$ cat src/rtl/mult_pkg.sv
// Definitions shared between the 4x4 array multiplier and its downstream accumulator.
package mult_pkg;

    localparam int PROD_W = 8;
    localparam int ACC_W  = 16;

    typedef enum logic [1:0] {
        IDLE,
        ACCUM,
        DONE
    } acc_state_t;

endpackage

$ cat src/rtl/sat_add.sv
// Unsigned W-bit adder with carry-out reported as overflow; optionally clamps to all-ones.
module sat_add #(
    parameter int W        = 16,
    parameter int SATURATE = 1
) (
    input  logic [W-1:0] a,
    input  logic [W-1:0] b,
    output logic [W-1:0] sum,
    output logic         ovf
);

    logic [W:0] full;

    always_comb begin
        full = {1'b0, a} + {1'b0, b};
        ovf  = full[W];
        if (full[W] && (SATURATE != 0)) begin
            sum = '1;
        end else begin
            sum = full[W-1:0];
        end
    end

endmodule

$ cat src/rtl/product_accumulator.sv
// Sums COUNT consecutive multiplier products into one wide result, presented
// on a valid/ready output and held until the consumer takes it.
module product_accumulator #(
    parameter int PROD_W   = mult_pkg::PROD_W,
    parameter int ACC_W    = mult_pkg::ACC_W,
    parameter int COUNT    = 4,
    parameter int SATURATE = 1
) (
    input  logic              clk,
    input  logic              rst,
    input  logic              clear,
    input  logic              in_valid,
    output logic              in_ready,
    input  logic [PROD_W-1:0] in_prod,
    output logic              out_valid,
    input  logic              out_ready,
    output logic [ACC_W-1:0]  out_sum,
    output logic              out_ovf,
    output logic              busy
);

    import mult_pkg::*;

    localparam int CNT_W = $clog2(COUNT + 1);

    acc_state_t       state;
    acc_state_t       state_next;
    logic [ACC_W-1:0] acc;
    logic [ACC_W-1:0] acc_next;
    logic [CNT_W-1:0] cnt;
    logic [CNT_W-1:0] cnt_next;
    logic             ovf;
    logic             ovf_next;

    logic [ACC_W-1:0] prod_ext;
    logic [ACC_W-1:0] add_sum;
    logic             add_ovf;
    logic             accept;

    assign prod_ext  = ACC_W'(in_prod);
    assign accept    = in_valid && in_ready;
    assign in_ready  = (state != DONE);
    assign out_valid = (state == DONE);
    assign busy      = (state != IDLE);
    assign out_sum   = acc;
    assign out_ovf   = ovf;

    sat_add #(
        .W        (ACC_W),
        .SATURATE (SATURATE)
    ) u_sat_add (
        .a   (acc),
        .b   (prod_ext),
        .sum (add_sum),
        .ovf (add_ovf)
    );

    always_ff @(posedge clk or posedge rst) begin
        if (rst) begin
            state <= IDLE;
            acc   <= '0;
            cnt   <= '0;
            ovf   <= 1'b0;
        end else begin
            state <= state_next;
            acc   <= acc_next;
            cnt   <= cnt_next;
            ovf   <= ovf_next;
        end
    end

    // clear overrides any handshake seen in the same cycle
    always_comb begin
        state_next = state;
        acc_next   = acc;
        cnt_next   = cnt;
        ovf_next   = ovf;
        if (clear) begin
            state_next = IDLE;
            acc_next   = '0;
            cnt_next   = '0;
            ovf_next   = 1'b0;
        end else begin
            case (state)
                IDLE: begin
                    if (accept) begin
                        acc_next   = prod_ext;
                        cnt_next   = CNT_W'(1);
                        ovf_next   = 1'b0;
                        state_next = (COUNT == 1) ? DONE : ACCUM;
                    end
                end
                ACCUM: begin
                    if (accept) begin
                        acc_next = add_sum;
                        ovf_next = ovf | add_ovf;
                        cnt_next = cnt + CNT_W'(1);
                        if (cnt + CNT_W'(1) == CNT_W'(COUNT)) begin
                            state_next = DONE;
                        end
                    end
                end
                DONE: begin
                    if (out_ready) begin
                        state_next = IDLE;
                        acc_next   = '0;
                        cnt_next   = '0;
                        ovf_next   = 1'b0;
                    end
                end
                default: begin
                    state_next = IDLE;
                end
            endcase
        end
    end

endmodule

$ cat config.mk
export PLATFORM = sky130hd
export DESIGN_NAME = product_accumulator
export DESIGN_NICKNAME = d
export VERILOG_FILES = /design/src/rtl/mult_pkg.sv /design/src/rtl/sat_add.sv /design/src/rtl/product_accumulator.sv
export SDC_FILE = /design/constraint.sdc
export NUM_CORES = 1
export LEC_CHECK = 0
export BUFFER_PORTS_ARGS = -buffer_cell sky130_fd_sc_hd__clkbuf_2
export CAP_MARGIN = 20
export CELL_PAD_IN_SITES_DETAIL_PLACEMENT = 1
export CELL_PAD_IN_SITES_GLOBAL_PLACEMENT = 1
export CORE_UTILIZATION = 38
export DETAILED_ROUTE_END_ITERATION = 12
export HOLD_SLACK_MARGIN = 0.08
export PLACE_DENSITY = 0.86
export SETUP_SLACK_MARGIN = 0.5
export SLEW_MARGIN = 20
export SYNTH_ARGS = -nofsm -noshare
export SYNTH_HDL_FRONTEND = slang
export SYNTH_SLANG_ARGS = --single-unit
$ cat constraint.sdc
create_clock -name clk -period 2.02 [get_ports clk]
set_input_delay 0.404 -clock clk [delete_from_list [all_inputs] [get_ports clk]]
set_output_delay 0.404 -clock clk [all_outputs]
set_load 0.02 [all_outputs]
# Word level (Yosys, flattened, before mapping)
# Index checks and enable logic that the tools add are counted.
dict set report totals {
  register_bits 22
  input_bits 13
  out_inout_bits 20
  wordCells 43
}
dict set report classes {
  addsub 2
  n_eq_ne 8
  muxes 22
  bitwise_logic 1
  n_reduce_logical 6
}
# cell n
set op_table {}
lappend op_table {{$mux 16} 5}
lappend op_table {{$pmux 16 s3} 1}
lappend op_table {{$add 16x8->17} 1}
lappend op_table {{$mux 3} 4}
lappend op_table {{$mux 2} 5}
lappend op_table {{$ne 3x3->1 const B} 3}
lappend op_table {{$pmux 3 s3} 1}
lappend op_table {{$reduce_and 4->1} 2}
lappend op_table {{$pmux 2 s3} 1}
lappend op_table {{$mux 1} 4}
lappend op_table {{$reduce_bool 4->1} 1}
lappend op_table {{$add 3x1->3 const B} 1}
lappend op_table {{$eq 3x3->1 const B} 1}
lappend op_table {{$ne 3x2->1 const B} 1}
lappend op_table {{$pmux 1 s3} 1}
lappend op_table {{$eq 2x1->1 const B} 1}
lappend op_table {{$eq 2x2->1 const B} 1}
lappend op_table {{$logic_not 2->1} 1}
lappend op_table {{$ne 2x2->1 const B} 1}
lappend op_table {{$reduce_bool 2->1} 1}
lappend op_table {{$logic_and 1x1->1} 1}
lappend op_table {{$or 1x1->1} 1}

# Logic depth before layout (Yosys ltp)
# Gate-level depths: netlist of the first run.
dict set report logic_depth {
  depth_word 6
  ltp_mapped 9
  mapped_depth_nobuf 7
}

# By module
# A second synthesis of the first run with hierarchy kept.
dict set report unflattened {
  hier_cells 241
  hier_area_um2 2049.5
}
# module n_inst cells_per_inst area_per_inst_um2 seq_area_each_um2
set modules_own_cells {}
lappend modules_own_cells {product_accumulator 1 119 1152.4 550.5}
lappend modules_own_cells {sat_add 1 122 897.1 0.0}

# Worst setup path before layout of the first run
# No wires, ideal clock.
dict set report synth_timing {
  kind {reg2reg}
  from {register acc[0], in the netlist out_sum[0]}
  to {register acc[9], in the netlist out_sum[9]}
  setup_time_ps 126
  t_arrival_ps 1971
  t_required_ps 1894
  setup_slack_ps -77
  stages_incl_launch_ff 8
  n_path_buf 0
  period_less_slack_ps 2097
  path_cell_list {dfrtp_1 -> ha_1 -> fa_1 -> nand3_1 -> a211o_1 -> and2_1 -> nor3_1 -> a311o_1}
}
dict set report synth_between {
  elab_chain_cells 5
}
# element line_no
set synth_lines {}
lappend synth_lines {{from (decl)} product_accumulator.sv:28} ;# logic [ACC_W-1:0] acc;
lappend synth_lines {{from (signal assigned)} product_accumulator.sv:66} ;# acc <= acc_next;
lappend synth_lines {{$add 16x8->17} sat_add.sv:15} ;# full = {1'b0, a} + {1'b0, b};
lappend synth_lines {{$mux 16} sat_add.sv:17} ;# if (full[W] && (SATURATE != 0)) begin
lappend synth_lines {{$mux 16} product_accumulator.sv:94} ;# if (accept) begin
lappend synth_lines {{$pmux 16 s3} product_accumulator.sv:84} ;# case (state)
lappend synth_lines {{$mux 16} product_accumulator.sv:78} ;# if (clear) begin
# No other way between the ends. The select of a mux whose other input is x is not followed.
# A chain may end at the register's enable or synchronous reset.

# Worst setup path after layout of the first run
dict set report layout_timing {
  from {register acc[4], in the netlist out_sum[4]}
  to {register acc[11], in the netlist out_sum[11]}
}
# Same word-level chain as after synthesis.

==> metrics, run 1 <==
status=finished with violations; failing checks=setup timing; Yosys warning count=0; die height=69.36 um; initial DRC count=167; critical path cell sequence=ha_4, a21oi_1, o211ai_1, o21ai_1, o22ai_1, a22o_1; die area=4811 um^2; Async S/R FF share, synth=1.000; row cnt=24; Routability Congestion=0.8077; CP top delay family=compound AO/OA/AOI/OAI gates; RR Endpoint=out_sum[11]; Slew HR=0.7213; TritonCTS clock tree=done; pins over their slew limit=0; Yosys top cell by area=dfrtp_1; Least-Margin Pin Slew=0.4180 ns; P_leak=1.201 nW; Synth Area in XOR/XNOR=0.03556; Post-Syn Area per Cell=9.027 um^2; H-tree Lvls=1; FF-to-FF Start=out_sum[4]; Clock transition at path regs=0.10 ns; sequential share of the synthesized area=0.3193; Antenna Diode Count=0; Final WS setup=-0.004809 ns; final hold violations=0; main combinational cell family by area after synthesis=compound AO/OA/AOI/OAI gates; initial antenna violation count=0; clock skew=0.004050 ns; all-layer global routing usage=0.2892; final period utilization=1.002; Setup TNS Final=-0.004809 ns; Initial Util=0.3960; io pins=33; largest net degree at the start of global routing=23; CP Capture Type=flop; cells after synthesis=191; Post-synth EDFFs=0; Synth Area in Adders=0.1132; ranking of synthesized cells by area=dfrtp_1, ha_1, mux2i_1, a21oi_1, o21ai_0; Setup crit start kind=flop; Cell Pwr Density=616.3 nW/um^2; Nets=295; multiplexer share of the synthesized area=0.06676; vias per inst=6.053; total wire length=7.680 mm; R2R setup slack=-0.005 ns; Power, Total=0.001691 W; Layout fillers=491; drt first pass iters=4; vias=1,925; post-synthesis net count=219; area share of the largest cell type after synthesis=0.3193; CTS Hold Bufs=0; synth unique cells=45; Seq. cell area=560.5 um^2; Synth Register Bits=22; crit path DAT=2.19 ns; Synth Area in Compound Gates=0.2431; min cycle time layout=2.025 ns; Die X=69.36 um; area grow syn2layout=59.14%; worst-case clock buffer depth=2; grt total ovfl=0; TritonCTS Buffers=3; Worst R2R Path Depth=6; RSZ-0062 raised after global routing=yes; port bufs=32; CP max stage delay=0.44 ns; DRC=0; worst vdd ir=0.0003260 V; slowest stage cell, crit path=dfrtp_2; MaxCap Viol Count=0; Simple-Gate Fraction of Synth Area=0.1713; worst slack, placed=-0.08371 ns; Setup Crit Path Kind=flop to flop; Clock Tree Root=clkbuf_8; HPWL Detailed=3.730 mm; Max Clock Freq=493.9 MHz; post-layout util=0.6302; layout cells sized above 1=0.5414; area of the multi-input gates=1420 um^2; clk_lat worst skew=0.27 ns; wire per inst=24.15 um; Main synth FF type=dfrtp_1; # clock sinks=22; CP required=2.19 ns; number of global-route vias before repair=2,007; global-route wire length before repair=10.92 mm; CP max FO=4; final setup violation count=1; HP Class=input port to asynchronous set/reset pin; remaining antenna violation count=0; Cell Area, Synth=1724 um^2; Crit path buffers/inverters=0; Core Area=4354 um^2
## Yosys cell counts (2+ instances only)
cell / count
nand3_1: 7
o31ai_1: 2
ha_1: 14
buf_6: 3
nor2_1: 13
o21ai_1: 4
o211ai_1: 5
dfrtp_1: 22
o22ai_1: 2
mux2i_1: 10
o21ai_0: 15
a22o_1: 2
a211oi_1: 3
a211o_1: 3
and2_1: 2
inv_1: 8
a41oi_1: 3
a21o_1: 2
and3_1: 3
or3_1: 2
nor2b_1: 9
xnor2_1: 3
nor3_1: 3
nand2_1: 11
a21oi_1: 15
buf_2: 3
xor2_1: 4
## per-stage QoR
stage	cells	hold slack (ns)	instance area [um^2]
finish	318	0.1400	2744
detailed placement	280	0.4475	2141
global route	318	0.1812	2744
global placement	280	0.4417	2141
CTS	306	0.1561	2527
floorplan	191	0.3927	1878
## routing by layer
metal / global-route usage / routed length [um] / vias up
met2: 0.4962 / 3908 / 93
met4: 0.1610 / 338 / 0
li1: - / - / 854
met1: 0.3426 / 3010 / 944
met3: 0.04651 / 423 / 34
met5: 0 / 0 / -
## repair_timing
item	4_1_cts	5_1_grt
buffers inserted	22	12
resized for setup	39	39
pin swaps	25	23
setup endpoints to repair	24	25
## tightest hold or removal path: cells and delay by family
family                 cells  cell delay, ns
buffers and inverters      3            0.42
## sequential cells by signal (all words and copies together) (netlist names)
| name | cells |
|---|---|
| cnt | 3 |
| state | 2 |
| out_ovf | 1 |
| out_sum | 16 |
## cells in the final DEF (no fill, tap or decap), types with 3 or more instances in the layout
cell      instances
dfrtp_2           8
a21oi_1          10
inv_4             3
o211ai_1          5
xor2_1            4
buf_4            36
nor2_1           12
a21oi_2           4
nor2b_1           8
inv_1             4
clkbuf_2         29
dfrtp_1          14
clkbuf_8          3
o21ai_1          15
nand2_1           8
ha_4             12
xnor2_1           3
buf_6            11
nand3_1           3
mux2i_1           9
nand3_2           3
## report_power, final
group          total [W]  internal (W)  switching (W)
clock network   0.000438      0.000265       0.000173
registers       0.000496      0.000467      0.0000291
logic           0.000758      0.000355       0.000402
total            0.00169       0.00109       0.000604
## worst max path at each step
stage	endpoint	startpoint	cells after the start	slack (ns)
final	out_sum[11]	out_sum[4]	6	-0.005
after global routing	out_sum[13]	out_sum[3]	6	-0.05
after CTS	out_sum[9]	out_sum[0]	7	0.12
after detailed placement	out_sum[9]	in_prod[0]	8	-0.08
after global placement	out_sum[9]	in_prod[0]	8	-0.02
after floorplan	out_sum[12]	state[1]	9	0.1
## cell type report
cell class,instances,area share
clock inverter,1,0.01094
sequential,22,0.2043
multi-input combinational,153,0.5176
clock buffer,3,0.01505
timing repair buffer,79,0.2148
tap,52,0.02371
inverter,8,0.01368
## cell families after synthesis
group	after synthesis
AOI/OAI and AO/OA	63
and+or+nand+nor	57
xor gates and xnor gates	7
buffers and inverters	16
muxes	11
adders and majority gates	15
DFF	22
Note: power is estimated with default switching activity, not from simulation.
==> inputs of run 2 (changes only) <==
- GPL_TIMING_DRIVEN: not set -> 1
- SKIP_LAST_GASP: not set -> 1
==> run 2 against run 1 <==
  * The flow still finishes with violations (setup timing)
  * Hold slack improved by 0.0032 ns
  * Fmax is 1.0% lower
  * Worst setup slack lost 0.021 ns
  * Sequential share of layout area increased by 0.29 points
  * Non-clock buffer count unchanged
==> metrics, run 2 (same netlist as run 1, synthesis figures left out) <==
die area=4811 um^2 (unchanged); number of flip-flops under the largest register name=16 (unchanged); largest net degree at the start of global routing=23 (unchanged); clk_lat worst skew=0.27 ns (about the same); Nets=295 (unchanged); remaining antenna violation count=0 (unchanged); status=finished with violations (unchanged); layout cells sized above 1=0.5263 (was 0.5414); Cell Pwr Density=622.7 nW/um^2 (was 616.3 nW/um^2); global-route wire length before repair=10.92 mm (unchanged); worst-case clock buffer depth=2 (unchanged); RR Endpoint=out_sum[13] (was out_sum[11]); crit path to=out_sum[13] (was out_sum[11]); Initial Util=0.3960 (unchanged); Die X=69.36 um (unchanged); crit path DAT=2.23 ns (was 2.19 ns); CP Capture Type=flop (unchanged); Slew HR=0.7108 (was 0.7213); Setup Crit Path Kind=flop to flop (unchanged); CTS Hold Bufs=0 (unchanged); most frequent cells in the layout=buf_4, clkbuf_2, o21ai_1 (unchanged); clock skew=0.003093 ns (was 0.004050 ns); CP max stage delay=0.45 ns (was 0.44 ns); commonest non-fill, non-tap cell in the layout=buf_4 (unchanged); initial DRC count=181 (was 167); CP required=2.20 ns (was 2.19 ns); final setup violation count=2 (was 1); TritonCTS clock tree=done (unchanged); DRC=0 (unchanged); initial antenna violation count=0 (unchanged); worst vdd ir=0.0003176 V (was 0.0003260 V); Setup crit start kind=flop (unchanged); grt total ovfl=0 (unchanged); Routability Congestion=0.8077 (unchanged); HPWL Detailed=3.730 mm (unchanged); Clock transition at path regs=0.10 ns (about the same); row cnt=24 (unchanged); number of global-route vias before repair=2,007 (unchanged); area grow syn2layout=56.89% (was 59.14%); Final WS setup=-0.02593 ns (was -0.004809 ns); final instance area=2705 um^2 (was 2744 um^2); TritonCTS Buffers=3 (unchanged); post-layout util=0.6213 (was 0.6302); hold slack final=0.1432 ns (was 0.1400 ns); Post-DP Area=2141 um^2 (unchanged); R2R setup slack=-0.03 ns (was -0.005 ns); pins over their slew limit=0 (unchanged); slowest stage cell, crit path=dfrtp_2 (unchanged); final hold violations=0 (unchanged); total wire length=7.698 mm (was 7.680 mm); RSZ-0062 raised after global routing=yes (unchanged); MaxCap Viol Count=0 (unchanged); P_leak=1.195 nW (was 1.201 nW); drt first pass iters=4 (unchanged); port bufs=32 (unchanged); vias=1,928 (was 1,925); failing checks=setup timing (unchanged); crit path launch=out_sum[4] (unchanged); Power, Total=0.001684 W (was 0.001691 W); Antenna Diode Count=0 (unchanged); CP dominant cell by count=o211ai_1; CP max FO=4 (unchanged); vias per inst=6.063 (was 6.053); Worst R2R Path Depth=6 (unchanged); Max Clock Freq=488.8 MHz (was 493.9 MHz); FF-to-FF Start=out_sum[4] (unchanged); all-layer global routing usage=0.2892 (unchanged); min cycle time layout=2.046 ns (was 2.025 ns); io pins=33 (unchanged); final period utilization=1.013 (was 1.002); H-tree Lvls=1 (unchanged); Core Area=4354 um^2 (unchanged); die height=69.36 um (unchanged); Clock Tree Root=clkbuf_8 (unchanged); wire per inst=24.21 um (was 24.15 um); Least-Margin Pin Slew=0.4319 ns (was 0.4180 ns); HP Class=input port to asynchronous set/reset pin (unchanged); critical path cell sequence=ha_4, o211ai_1, nor3_2, o21ai_2, or4_1, o211ai_1 (was ha_4, a21oi_1, o211ai_1, o21ai_1, o22ai_1, a22o_1); # clock sinks=22 (unchanged)
==> run 2: layout make-up <==
| type | instances | area [um^2] |
|---|---|---|
| fillers | 485 | 1649 |
| multi-input cells | 153 | 1403 |
| repair buffers | 79 | 570.5 |
| flip-flops and latches | 22 | 560.5 |
| well taps | 52 | 65.06 |
| clock buffers | 3 | 41.29 |
| inverters | 8 | 35.03 |
| clock inverters | 1 | 30.03 |
==> run 2: how the worst min path moves through the flow <==
stage,start,to,slack (ns),cells after the start
global placement,rst,out_sum[1],0.44,3
finish,rst,out_sum[0],0.14,3
CTS,rst,out_sum[1],0.16,3
global route,rst,out_sum[0],0.18,3
detailed placement,rst,state[0],0.45,3
floorplan,rst,cnt[0],0.39,1
==> run 2: where the power goes <==
part	switching, W	internal, W
Clock	0.000170	0.000265
Combinational	0.000399	0.000354
Sequential	0.0000305	0.000467
==> run 2: what timing repair did <==
item | 4_1_cts | 5_1_grt
resized for setup | 39 | 27
endpoints found under the setup margin | 24 | 25
pin swaps | 25 | 22
buffers inserted | 22 | 12
==> run 2: stage by stage <==
step | setup WS, ns | std cells | TNS (ns)
global route | -0.09582 | 318 | -0.1985
detailed placement | -0.08371 | 280 | -0.1976
floorplan | 0.09695 | 191 | 0
CTS | 0.1211 | 306 | 0
global placement | -0.01968 | 280 | -0.01968
finish | -0.02593 | 318 | -0.04888
==> run 2: critical path, delay by kind of cell, from the launching register on <==
| kind | cells | cell delay (ns) |
|---|---|---|
| AO/OA/AOI/OAI | 3 | 0.42 |
| flip-flops | 1 | 0.45 |
| AND/OR/NAND/NOR | 2 | 0.79 |
| adder cells (fa/ha/maj) | 1 | 0.30 |
==> run 2: metal layers <==
| metal | vias up | global-route usage | part of all wire |
|---|---|---|---|
| met3 | 34 | 0.04651 | 0.047 |
| met4 | 0 | 0.1610 | 0.053 |
| li1 | 853 | - | - |
| met2 | 89 | 0.4962 | 0.51 |
| met1 | 952 | 0.3426 | 0.39 |
| met5 | - | 0 | 0 |
==> inputs of run 3 (changes only) <==
==> constraint.sdc (replaced) <==
create_clock -name clk -period 2.02 [get_ports clk]
set_input_delay 0.404 -clock clk [delete_from_list [all_inputs] [get_ports clk]]
set_output_delay 0.404 -clock clk [all_outputs]
set_load 0.01 [all_outputs]
==> run 3 against run 2 <==
  * The flow now finishes without violations
  * Clock skew grew 0.012 ns
  * Routed wire length fell by 3.8%
  * Global-route usage is 0.46 points lower
  * Non-clock buffer count up 2
  * Worst setup slack gained 0.042 ns
  * Register-to-register slack better by 0.04 ns
  * Critical path type unchanged
  * Critical endpoint is now out_sum[9]
==> metrics, run 3 (same netlist as run 1, synthesis figures left out) <==
status=finished, final reports clean (was finished with violations); global-route wire length before repair=10.84 mm (was 10.92 mm); initial DRC count=200 (was 181); worst vdd ir=0.0003501 V (was 0.0003176 V); clock skew=0.01463 ns (was 0.003093 ns); number of global-route vias before repair=2,121 (was 2,007); final setup violation count=0 (was 2); Die X=69.36 um (unchanged); Initial Util=0.3960 (unchanged); share of power burned in registers=0.297 (was 0.295); row cnt=24 (unchanged); R2R setup slack=0.02 ns (was -0.03 ns); Setup crit start kind=flop (unchanged); all-layer global routing usage=0.2846 (was 0.2892); Clock Tree Root=clkbuf_8 (unchanged); initial antenna violation count=0 (unchanged); MaxCap Viol Count=0 (unchanged); CP Capture Type=flop (unchanged); area grow syn2layout=61.97% (was 56.89%); remaining antenna violation count=0 (unchanged); TritonCTS Buffers=3 (unchanged); Max Clock Freq=499.1 MHz (was 488.8 MHz); io pins=33 (unchanged); die area=4811 um^2 (unchanged); HP Class=input port to asynchronous set/reset pin (unchanged); FF-to-FF Start=out_sum[4] (unchanged); internal power component=0.001079 W (was 0.001086 W); final cell count without fillers=321 (was 318); die height=69.36 um (unchanged); number of flip-flops under the largest register name=16 (unchanged); commonest non-fill, non-tap cell in the layout=buf_4 (unchanged); Antenna Diode Count=0 (unchanged); clk_lat worst skew=0.28 ns (was 0.27 ns); Clk pwr share=0.268 (was 0.258); pins over their slew limit=0 (unchanged); H-tree Lvls=1 (unchanged); total wire length=7.404 mm (was 7.698 mm); DRC=0 (unchanged); Cell Pwr Density=594.2 nW/um^2 (was 622.7 nW/um^2); Layout fillers=470 (was 485); RR Endpoint=out_sum[9] (was out_sum[13]); final period utilization=0.9919 (was 1.013); wire per inst=23.07 um (was 24.21 um); most frequent cells in the layout=buf_4, clkbuf_2, buf_6 (was buf_4, clkbuf_2, o21ai_1); Worst R2R Path Depth=6 (unchanged); grt total ovfl=0 (unchanged); HPWL Detailed=3.841 mm (was 3.730 mm); Net Sw Frac=0.3501 (was 0.3554); placed insts=286 (was 280); final hold violations=0 (unchanged); crit path DAT=2.18 ns (was 2.23 ns); Setup Crit Path Kind=flop to flop (unchanged); P_leak=1.228 nW (was 1.195 nW); port bufs=32 (unchanged); TritonCTS clock tree=done (unchanged); Least-Margin Pin Slew=0.3859 ns (was 0.4319 ns); Psw=0.0005809 W (was 0.0005987 W); layout cells sized above 1=0.5539 (was 0.5263); Slew HR=0.7416 (was 0.7108); # clock sinks=22 (unchanged); Logic pwr share=0.435 (was 0.447); Clock transition at path regs=0.10 ns (about the same); vias per inst=6.174 (was 6.063); vias=1,982 (was 1,928); RSZ-0062 raised after global routing=yes (unchanged); Routability Congestion=0.8394 (was 0.8077); Nets=298 (was 295); Core Area=4354 um^2 (unchanged); CP max FO=4 (unchanged); hold slack final=0.1500 ns (was 0.1432 ns); largest net degree at the start of global routing=23 (unchanged); CP required=2.19 ns (was 2.20 ns); min cycle time layout=2.004 ns (was 2.046 ns); worst-case clock buffer depth=2 (unchanged); drt first pass iters=4 (unchanged)
run 3: cell count changes in the layout (fill, tap and decap cells not counted), sizes merged:
cell    change
buf         +3
clkbuf      -1
and4b       +1
run 3: worst max-delay path, stage by stage, from the launching register on:
cell      delay [ns]
dfrtp_2         0.44
ha_4            0.27
a21oi_1         0.25
o211ai_1        0.20
o21ai_2         0.28
o22ai_1         0.14
a311o_1         0.30
run 3: power groups by stage:
stage	Combinational [W]	Sequential, W	Clock [W]
6_report	0.000722	0.000492	0.000445
5_1_grt	0.000761	0.000494	0.000457
4_1_cts	0.000621	0.000488	0.000434
2_1_floorplan	0.000315	0.000507	0
3_5_place_dp	0.000469	0.000502	0
3_3_place_gp	0.000454	0.000501	0
run 3: metal layers:
layer / routed length [um] / GRT usage
met1: 3072 / 0.3376
met2: 3824 / 0.5189
met5: 0 / 0
met3: 302 / 0.03634
met4: 205 / 0.1066
run 3: through the flow:
stage | TNS (ns) | total power [W] | setup WS (ns) | utilization | instance area (um^2)
floorplan | 0 | 0.0008220 | 0.1171 | - | 1838
global placement | -0.05220 | 0.0009559 | -0.03663 | 0.4934 | 2148
detailed placement | -0.3760 | 0.0009715 | -0.1028 | 0.4934 | 2148
CTS | 0 | 0.001544 | 0.1342 | 0.5948 | 2590
global route | -0.1249 | 0.001712 | -0.04218 | 0.6414 | 2793
finish | 0 | 0.001659 | 0.01637 | 0.6414 | 2793
run 3: final cells by class:
type | count | area (um^2) | share of cell area
repair buffers | 81 | 621.8 | 0.2227
clock buffers | 3 | 41.29 | 0.01478
clock inverters | 1 | 30.03 | 0.01075
flip-flops and latches | 22 | 555.5 | 0.1989
inverters | 8 | 35.03 | 0.01254
multi-input cells | 154 | 1444 | 0.5170
well taps | 52 | 65.06 | 0.02330
run 3: worst max path at each step:
stage | cells past startpoint | slack (ns) | to | startpoint
after global placement | 8 | -0.04 | out_sum[9] | in_prod[0]
after CTS | 7 | 0.13 | out_sum[9] | out_sum[0]
final | 6 | 0.02 | out_sum[9] | out_sum[4]
after detailed placement | 8 | -0.10 | out_sum[9] | in_prod[0]
after floorplan | 9 | 0.12 | out_sum[12] | state[1]
after global routing | 6 | -0.04 | out_sum[15] | out_sum[7]
run 3: what timing repair did:
item,CTS,global route
gates resized for setup,42,44
cloned,1,0
buffers inserted,23,7
endpoints found under the setup margin,25,26
pin swaps,26,15
hold buffers,0,0
